==> config.mk <==
export PLATFORM = sky130hd
export DESIGN_NAME = tcp_tx_ctrl
export DESIGN_NICKNAME = d
export VERILOG_FILES = /design/src/rtl/tcp_tx_ctrl.sv
export SDC_FILE = /design/constraint.sdc
export NUM_CORES = 1
export LEC_CHECK = 0
export CORE_MARGIN = 2
export CORE_UTILIZATION = 30
export CTS_BUF_LIST = sky130_fd_sc_hd__clkbuf_4 sky130_fd_sc_hd__clkbuf_8 sky130_fd_sc_hd__clkbuf_16
export DETAILED_ROUTE_END_ITERATION = 7
export PLACE_DENSITY_LB_ADDON = 0.3
export SYNTH_ARGS = -nofsm -noshare
export SYNTH_HDL_FRONTEND = slang
export SYNTH_SLANG_ARGS = --single-unit
==> constraint.sdc <==
create_clock -name i_clk -period 5.8 [get_ports i_clk]
set_input_delay 0.58 -clock i_clk [delete_from_list [all_inputs] [get_ports i_clk]]
set_output_delay 0.58 -clock i_clk [all_outputs]
set_load 0.005 [all_outputs]
==> src/rtl/tcp_tx_ctrl.sv <==
// rtl/tcp_tx_ctrl.sv - transmit-side TCP header control with snd_nxt ownership and SYN/SYNACK/FIN retransmit
module tcp_tx_ctrl #(
    parameter int unsigned TIMEOUT_CYCLES = 1000000,
    parameter int unsigned MAX_RETRIES    = 3
) (
    input  logic        i_clk,
    input  logic        i_rst_n,
    input  logic [2:0]  i_tx_msg,
    input  logic        i_tx_msg_valid,
    output logic        o_tx_msg_ack,
    input  logic [15:0] i_data_len,
    input  logic [31:0] i_iss,
    input  logic        i_iss_load,
    input  logic [31:0] i_rcv_nxt,
    input  logic [15:0] i_source_port,
    input  logic [15:0] i_dest_port,
    input  logic [15:0] i_window_size,
    input  logic [31:0] i_rx_ack_number,
    input  logic        i_rx_ack_valid,
    output logic [31:0] o_seq_number,
    output logic [31:0] o_ack_number,
    output logic [15:0] o_source_port,
    output logic [15:0] o_dest_port,
    output logic [7:0]  o_flags,
    output logic [15:0] o_window_size,
    output logic        o_hdr_valid,
    input  logic        i_hdr_ready,
    output logic [31:0] o_snd_nxt,
    output logic        o_busy,
    output logic        o_timeout
);

    typedef enum logic [1:0] {
        S_IDLE     = 2'd0,
        S_HDR      = 2'd1,
        S_WAIT_ACK = 2'd2
    } state_t;

    localparam logic [2:0] MSG_SYN    = 3'd1;
    localparam logic [2:0] MSG_ACK    = 3'd2;
    localparam logic [2:0] MSG_SYNACK = 3'd3;
    localparam logic [2:0] MSG_FIN    = 3'd4;
    localparam logic [2:0] MSG_RST    = 3'd5;
    localparam logic [2:0] MSG_DATA   = 3'd6;

    localparam logic [31:0] TIMER_LAST = 32'(TIMEOUT_CYCLES - 1);
    localparam logic [31:0] RETRY_MAX  = 32'(MAX_RETRIES);

    state_t      state_q;
    logic [31:0] snd_nxt_q;
    logic [31:0] timer_q;
    logic [31:0] retry_q;
    logic        first_q;
    logic        needs_ack_q;
    logic        ack_q;
    logic        timeout_q;
    logic        hdr_valid_q;
    logic [31:0] seq_q;
    logic [31:0] ack_num_q;
    logic [15:0] src_q;
    logic [15:0] dst_q;
    logic [7:0]  flags_q;
    logic [15:0] win_q;

    logic [7:0]  flags_d;
    logic [31:0] snd_nxt_d;
    logic [31:0] ack_num_d;
    logic        needs_ack_d;
    logic        hdr_msg_d;

    // Decode the request into its header flags and the snd_nxt it will leave behind.
    always_comb begin
        flags_d     = 8'h00;
        snd_nxt_d   = snd_nxt_q;
        ack_num_d   = i_rcv_nxt;
        needs_ack_d = 1'b0;
        hdr_msg_d   = 1'b1;
        case (i_tx_msg)
            MSG_SYN: begin
                flags_d     = 8'h02;
                snd_nxt_d   = snd_nxt_q + 32'd1;
                ack_num_d   = 32'd0;
                needs_ack_d = 1'b1;
            end
            MSG_ACK: flags_d = 8'h10;
            MSG_SYNACK: begin
                flags_d     = 8'h12;
                snd_nxt_d   = snd_nxt_q + 32'd1;
                needs_ack_d = 1'b1;
            end
            MSG_FIN: begin
                flags_d     = 8'h11;
                snd_nxt_d   = snd_nxt_q + 32'd1;
                needs_ack_d = 1'b1;
            end
            MSG_RST: flags_d = 8'h04;
            MSG_DATA: begin
                flags_d   = 8'h18;
                snd_nxt_d = snd_nxt_q + {16'd0, i_data_len};
            end
            default: hdr_msg_d = 1'b0;
        endcase
    end

    always_ff @(posedge i_clk or negedge i_rst_n) begin
        if (!i_rst_n) begin
            state_q     <= S_IDLE;
            snd_nxt_q   <= 32'd0;
            timer_q     <= 32'd0;
            retry_q     <= 32'd0;
            first_q     <= 1'b0;
            needs_ack_q <= 1'b0;
            ack_q       <= 1'b0;
            timeout_q   <= 1'b0;
            hdr_valid_q <= 1'b0;
            seq_q       <= 32'd0;
            ack_num_q   <= 32'd0;
            src_q       <= 16'd0;
            dst_q       <= 16'd0;
            flags_q     <= 8'h00;
            win_q       <= 16'd0;
        end else begin
            ack_q     <= 1'b0;
            timeout_q <= 1'b0;
            case (state_q)
                S_IDLE: begin
                    // ack_q guards against re-accepting the request in the cycle its ack is visible.
                    if (i_tx_msg_valid && !ack_q) begin
                        if (hdr_msg_d) begin
                            seq_q       <= snd_nxt_q;
                            ack_num_q   <= ack_num_d;
                            src_q       <= i_source_port;
                            dst_q       <= i_dest_port;
                            win_q       <= i_window_size;
                            flags_q     <= flags_d;
                            snd_nxt_q   <= snd_nxt_d;
                            needs_ack_q <= needs_ack_d;
                            retry_q     <= 32'd0;
                            first_q     <= 1'b1;
                            hdr_valid_q <= 1'b1;
                            state_q     <= S_HDR;
                        end else begin
                            ack_q <= 1'b1;
                        end
                    end
                    if (i_iss_load) begin
                        snd_nxt_q <= i_iss;
                    end
                end
                S_HDR: begin
                    if (i_hdr_ready) begin
                        hdr_valid_q <= 1'b0;
                        ack_q       <= first_q;
                        first_q     <= 1'b0;
                        timer_q     <= 32'd0;
                        state_q     <= needs_ack_q ? S_WAIT_ACK : S_IDLE;
                    end
                end
                S_WAIT_ACK: begin
                    timer_q <= timer_q + 32'd1;
                    if (i_rx_ack_valid && (i_rx_ack_number == snd_nxt_q)) begin
                        state_q <= S_IDLE;
                    end else if (timer_q == TIMER_LAST) begin
                        if (retry_q < RETRY_MAX) begin
                            retry_q     <= retry_q + 32'd1;
                            hdr_valid_q <= 1'b1;
                            state_q     <= S_HDR;
                        end else begin
                            timeout_q <= 1'b1;
                            state_q   <= S_IDLE;
                        end
                    end
                end
                default: state_q <= S_IDLE;
            endcase
        end
    end

    assign o_tx_msg_ack  = ack_q;
    assign o_timeout     = timeout_q;
    assign o_hdr_valid   = hdr_valid_q;
    assign o_seq_number  = seq_q;
    assign o_ack_number  = ack_num_q;
    assign o_source_port = src_q;
    assign o_dest_port   = dst_q;
    assign o_flags       = flags_q;
    assign o_window_size = win_q;
    assign o_snd_nxt     = snd_nxt_q;
    assign o_busy        = (state_q != S_IDLE);

endmodule

-- Word-level counts from Yosys, hierarchy flattened
Index checks and enable logic that the tools add are counted.
Widths: inputs -> output; s select.
- bits in registers: 223
- input port bits: 169
- logic and storage cells: 98
- reduce and logical (&&, ||, !) cells: 21
- add/subtract/negate cells: 4
- magnitude comparators: 1
- equal/unequal tests: 17
- mux-type cells: 40
- operator list (kind ; number):
    $mux 32 ; 10
    $pmux 32 s2 ; 3
    $add 32x1->32 const B ; 3
    $add 32x16->32 ; 1
    $eq 32x20->1 const B ; 1
    $eq 32x32->1 ; 1
    $lt 32x2->1 const B ; 1
    $pmux 5 s6 ; 1
    $mux 1 ; 16
    $mux 2 ; 6
    $ne 2x2->1 const B ; 6
    $reduce_and 4->1 ; 3
    $reduce_bool 2->1 ; 6
    $eq 3x3->1 const B ; 3
    $reduce_and 7->1 ; 1
    $eq 3x2->1 const B ; 2
    $pmux 2 s3 ; 1
    $reduce_and 6->1 ; 1
    $reduce_bool 3->1 ; 2
    $reduce_or 6->1 ; 1
    $pmux 1 s2 ; 2
    $eq 3x1->1 const B ; 1
    $ne 3x3->1 const B ; 1
    $pmux 1 s3 ; 1
    other kinds (8) ; 9

-- Longest topological paths before layout
- depth in word-level cells: 6
- mapped depth: 15
- depth with buffers taken out: 13

-- Least setup slack after synthesis
No wires, ideal clock.
- path kind: input-to-reg
- start: input port i_tx_msg[2]
- end: register snd_nxt_q[24] (netlist: o_snd_nxt[24])
- setup slack: 2.185 ns
- path buffers: 2
- stages on the path: 15
- arrival: 3.494 ns
- cell sequence: clkbuf_1 -> inv_1 -> nor3b_1 -> nand2b_1 -> ha_1 -> fa_1 -> a211oi_2 -> o21bai_1 -> a21oi_2 -> o21ai_2 -> a21oi_4 -> nor2b_2 -> buf_6 -> o21a_1 -> o22a_1
- cells in the longest elaborated chain, start to end: 6
- elaborated cells between the ends (all ways): 16
- those cells by class: 6 x eq/ne; 5 x mux; 5 x reduce/logical
- RTL lines (what ; RTL line ; text):
    start, declared ; 8 ; input logic [2:0] i_tx_msg,
    $eq 3x3->1, or another cell as far along ; 78 ; case (i_tx_msg)
    $reduce_or 3->1 (no source line) ; n/a ;
    $pmux 32 s2 ; 78 ;
    $mux 32 ; 129 ; if (hdr_msg_d) begin
    $mux 32 ; 128 ; if (i_tx_msg_valid && !ack_q) begin
    $mux 32 ; 146 ; if (i_iss_load) begin
    end signal, assigned ; 136 ; snd_nxt_q <= snd_nxt_d;
    end signal, assigned ; 147 ; snd_nxt_q <= i_iss;
    end, declared ; 50 ; logic [31:0] snd_nxt_q;
Parallel ways exist; a longest one is shown, timed or not. The select of a mux whose other input is x is not followed.
A chain may end at the register's enable or synchronous reset.

-- Worst setup path after layout
Same ends and word-level chain as after synthesis.

==> results.txt <==
----------------------------------------------------
[Power]
  Pwr/cell area ... 465.2 mW/mm^2
  Peak VDD IR ... 0.2524 mV
  Leakage dissipation ... 6.436 nW
  Post-layout total power ... 6.993 mW

[Finish]
  Final standard cell count with taps included and fillers excluded ... 1786
  Post-route standard cell area excluding fillers ... 0.01503 mm^2
  Area added between synthesis and finish ... 44.08%
  Util after Layout ... 43.73%
  Share of layout cells above drive strength 1 ... 11.96%
  Number of nets at the end of the flow ... 1498

[Clocking]
  Number of clock buffers inserted by TritonCTS ... 27
  Clock root buffer ... sky130_fd_sc_hd__clkbuf_16
  Clock tree from TritonCTS ... done
  Number of buffers added to fix hold violations after cts ... 0
  Later-pin clock latency in the skew report ... 540 ps
  H-tree depth ... 1
  Clock buffer depth ... 3
  Number of buffers inserted to repair setup after CTS ... 0
  Clock sinks ... 220
  Clock-pin slew reported for the worst setup and hold paths after clock tree synthesis ... 60 ps
  Gates resized, CTS repair ... 0

[Worst setup path]
  Critical Path Sink Type ... register
  Startpoint of the lowest-slack register-to-register path ... o_snd_nxt[24]
  Slack of the worst reg-to-reg path ... 2740 ps
  Classification of the worst setup path ... in -> reg
  Sort of element at the start of the critical path ... primary input
  Required arrival time at the worst endpoint ... 6230 ps
  Worst r2r path cells ... 8
  Largest driver fanout on the critical path ... 17
  Worst endpoint data arrival time ... 4090 ps
  Worst flop-to-flop path endpoint ... retry_q[16]

[Min path]
  HP Class ... in -> async

[Placed design]
  Count of input and output buffers ... 321
  Placed Cells ... 1736
  Gp weighted congestion ... 0.8531
  Post-DP HPWL ... 22.94 mm
  DP Worst Slack ... 1615 ps
  Area after DPL ... 0.01409 mm^2

[Detailed routing]
  Number of detailed-route iterations in the first pass ... 5
  DR vias ... 8611
  DRC violations left ... 0
  Total wire length after detailed routing ... 31.83 mm
  Post-route ant nets ... 0
  Number of vias per cell after detailed routing ... 4.821
  Starting DRC count in detailed routing ... 383
  Post-DR wirelength/cell ... 17.82 um

[Global routing]
  Wire length of the first global-routing pass ... 47.98 mm
  Largest net degree at the start of global routing ... 126
  Antenna violations before repair ... 1
  Number of global-route vias before repair ... 8483
  Overall overflow remaining after global route ... 0
  All-layer global routing usage ... 16.93%

[Timing]
  Unrepaired setup endpoints after global routing ... false
  Post-route minimum period ... 3659 ps
  Worst Clk Skew ... 20.99 ps
  Highest Clock Rate ... 273.3 MHz
  Worst hold margin ... 57.43 ps
  Total negative slack for setup checks ... 0 ps
  Total setup violations reported at the end of the flow ... 0
  Period utilization ... 63.09%
  Endpoints failing hold ... 0
  Slack of the critical path ... 2141 ps
  Slew at the pin closest to its max-slew limit ... 980.5 ps
  Worst rel slew slack ... 34.63%
  Slew Viols, Final ... 0

[Synthesis]
  FFs w/ async S/R, synth ... 100.0%
  Share of the synthesized area in the top cell type ... 52.77%
  Count of different cell masters after synthesis ... 66
  Area share of fa/ha/maj cells after synthesis ... 2.351%
  Dominant combinational cell family by area after synthesis ... simple AND/OR/NAND/NOR gates
  Largest cells by area after synthesis ... sky130_fd_sc_hd__dfrtp_1 53%, sky130_fd_sc_hd__mux2_2 8.6%, sky130_fd_sc_hd__o21ai_0 4.7%
  Combined area of all synthesized cells ... 0.01043 mm^2
  Largest area contributor in the synthesized netlist ... sky130_fd_sc_hd__dfrtp_1
  Synth Area in XOR/XNOR ... 3.778%
  Average cell area after synthesis ... 10.42 um^2
  Mux contribution to synthesized area ... 8.923%
  Seq cells post-synth ... 220
  Most used DFF post-synth ... sky130_fd_sc_hd__dfrtp_1
  Compound-Gate Fraction of Synth Area ... 13.06%
  Cell with the most instances after synthesis ... sky130_fd_sc_hd__dfrtp_1
  Top cells by instance count after synthesis ... 220 x sky130_fd_sc_hd__dfrtp_1, 126 x sky130_fd_sc_hd__nand2_1, 98 x sky130_fd_sc_hd__o21ai_0, 80 x sky130_fd_sc_hd__mux2_2, 53 x sky130_fd_sc_hd__nor2_1
  Number of enable-type register cells in the synthesized netlist ... 0
  Simple-gate share of the synthesized area ... 16.42%
  Part of the Yosys area used for sequential elements ... 52.77%
  Yosys warns ... 0
  Count of mapped cells out of synthesis ... 1001

[Floorplan]
  Std-Cell Core Area ... 0.03437 mm^2
  Boundary Pins ... 325
  Row count ... 68
  Initial Util ... 30.35%
  Die X-Extent ... 190.5 um
  Die Footprint ... 0.03628 mm^2
  Die span in y ... 190.5 um

[Run]
  Max-cap viol count ... 0

[Run status]
  Status ... finished clean

----------------------------------------------------
-- report_power, final --
group | internal [mW] | total [mW] | switching, mW | leakage (nW)
combinational | 1.58 | 2.67 | 1.09 | 3.22
clock | 1.09 | 1.75 | 0.658 | 0.469
sequential | 2.07 | 2.57 | 0.505 | 2.74
total | 4.74 | 6.99 | 2.25 | 6.44
-- per-layer routing --
metal,share of wire (%),global-route usage (%),wire (um)
met5,0.038,0,12
met4,2.0,4.323,652
met3,9.1,5.098,2899
met2,48,28.84,15150
met1,41,20.88,13120
-- worst max-delay path, cell delays in order --
cell and delay [ps]:
sky130_fd_sc_hd__clkdlybuf4s50_1 640, sky130_fd_sc_hd__inv_1 130, sky130_fd_sc_hd__nor3b_2 190, sky130_fd_sc_hd__buf_4 260, sky130_fd_sc_hd__nand2b_1 90, sky130_fd_sc_hd__ha_1 230
sky130_fd_sc_hd__fa_1 450, sky130_fd_sc_hd__a211oi_2 270, sky130_fd_sc_hd__o21bai_1 140, sky130_fd_sc_hd__a21oi_2 250, sky130_fd_sc_hd__o21ai_2 140, sky130_fd_sc_hd__a21oi_4 220
sky130_fd_sc_hd__nor2b_2 120, sky130_fd_sc_hd__o21a_1 180, sky130_fd_sc_hd__o22a_1 180
-- sequential cells by signal (all words and copies together), names as in the netlist, 2 cells and up --
signal / cells
o_snd_nxt: 32
o_ack_number: 32
timer_q: 32
state_q: 2
o_window_size: 16
o_flags: 5
retry_q: 32
o_source_port: 16
o_dest_port: 16
o_seq_number: 32
-- how the worst max path moves through the flow --
stage	from	slack, ps	end
floorplan	i_tx_msg[2]	2180	o_snd_nxt[24]
global route	i_tx_msg[2]	1880	o_snd_nxt[24]
detailed placement	i_tx_msg[2]	1620	o_snd_nxt[24]
global placement	i_tx_msg[2]	1680	o_snd_nxt[24]
finish	i_tx_msg[2]	2140	o_snd_nxt[24]
CTS	i_tx_msg[2]	2180	o_snd_nxt[24]
-- placed cells by master (no fill, tap or decap), types with 20 or more instances in the layout --
cell type / n
sky130_fd_sc_hd__mux2_2: 80
sky130_fd_sc_hd__nor2_1: 53
sky130_fd_sc_hd__nand2_1: 125
sky130_fd_sc_hd__clkdlybuf4s50_1: 320
sky130_fd_sc_hd__xor2_1: 37
sky130_fd_sc_hd__and2_1: 45
sky130_fd_sc_hd__o21ai_0: 97
sky130_fd_sc_hd__clkbuf_16: 27
sky130_fd_sc_hd__a21oi_1: 46
sky130_fd_sc_hd__and3_1: 20
sky130_fd_sc_hd__dfrtp_1: 220
sky130_fd_sc_hd__nand3_1: 38
-- area by class of cell --
cell class	instances	area, um^2
Antenna cell	2	5.005
Clock buffer	38	802.0
Clock inverter	10	135.1
Fill cell	3306	19340
Inverter	12	45.04
Multi-Input combinational cell	721	4673
Sequential cell	220	5505
Tap cell	455	569.3
Timing Repair Buffer	328	3296
-- cells by family after synthesis --
kind of cell / Yosys count
AND/OR/NAND/NOR: 346
AO/OA/AOI/OAI: 225
flip-flops: 220
multiplexers: 83
buffers and inverters: 62
XOR/XNOR: 45
adder cells (fa/ha/maj): 19
other: 1
Note: power is estimated with default switching activity, not from simulation.
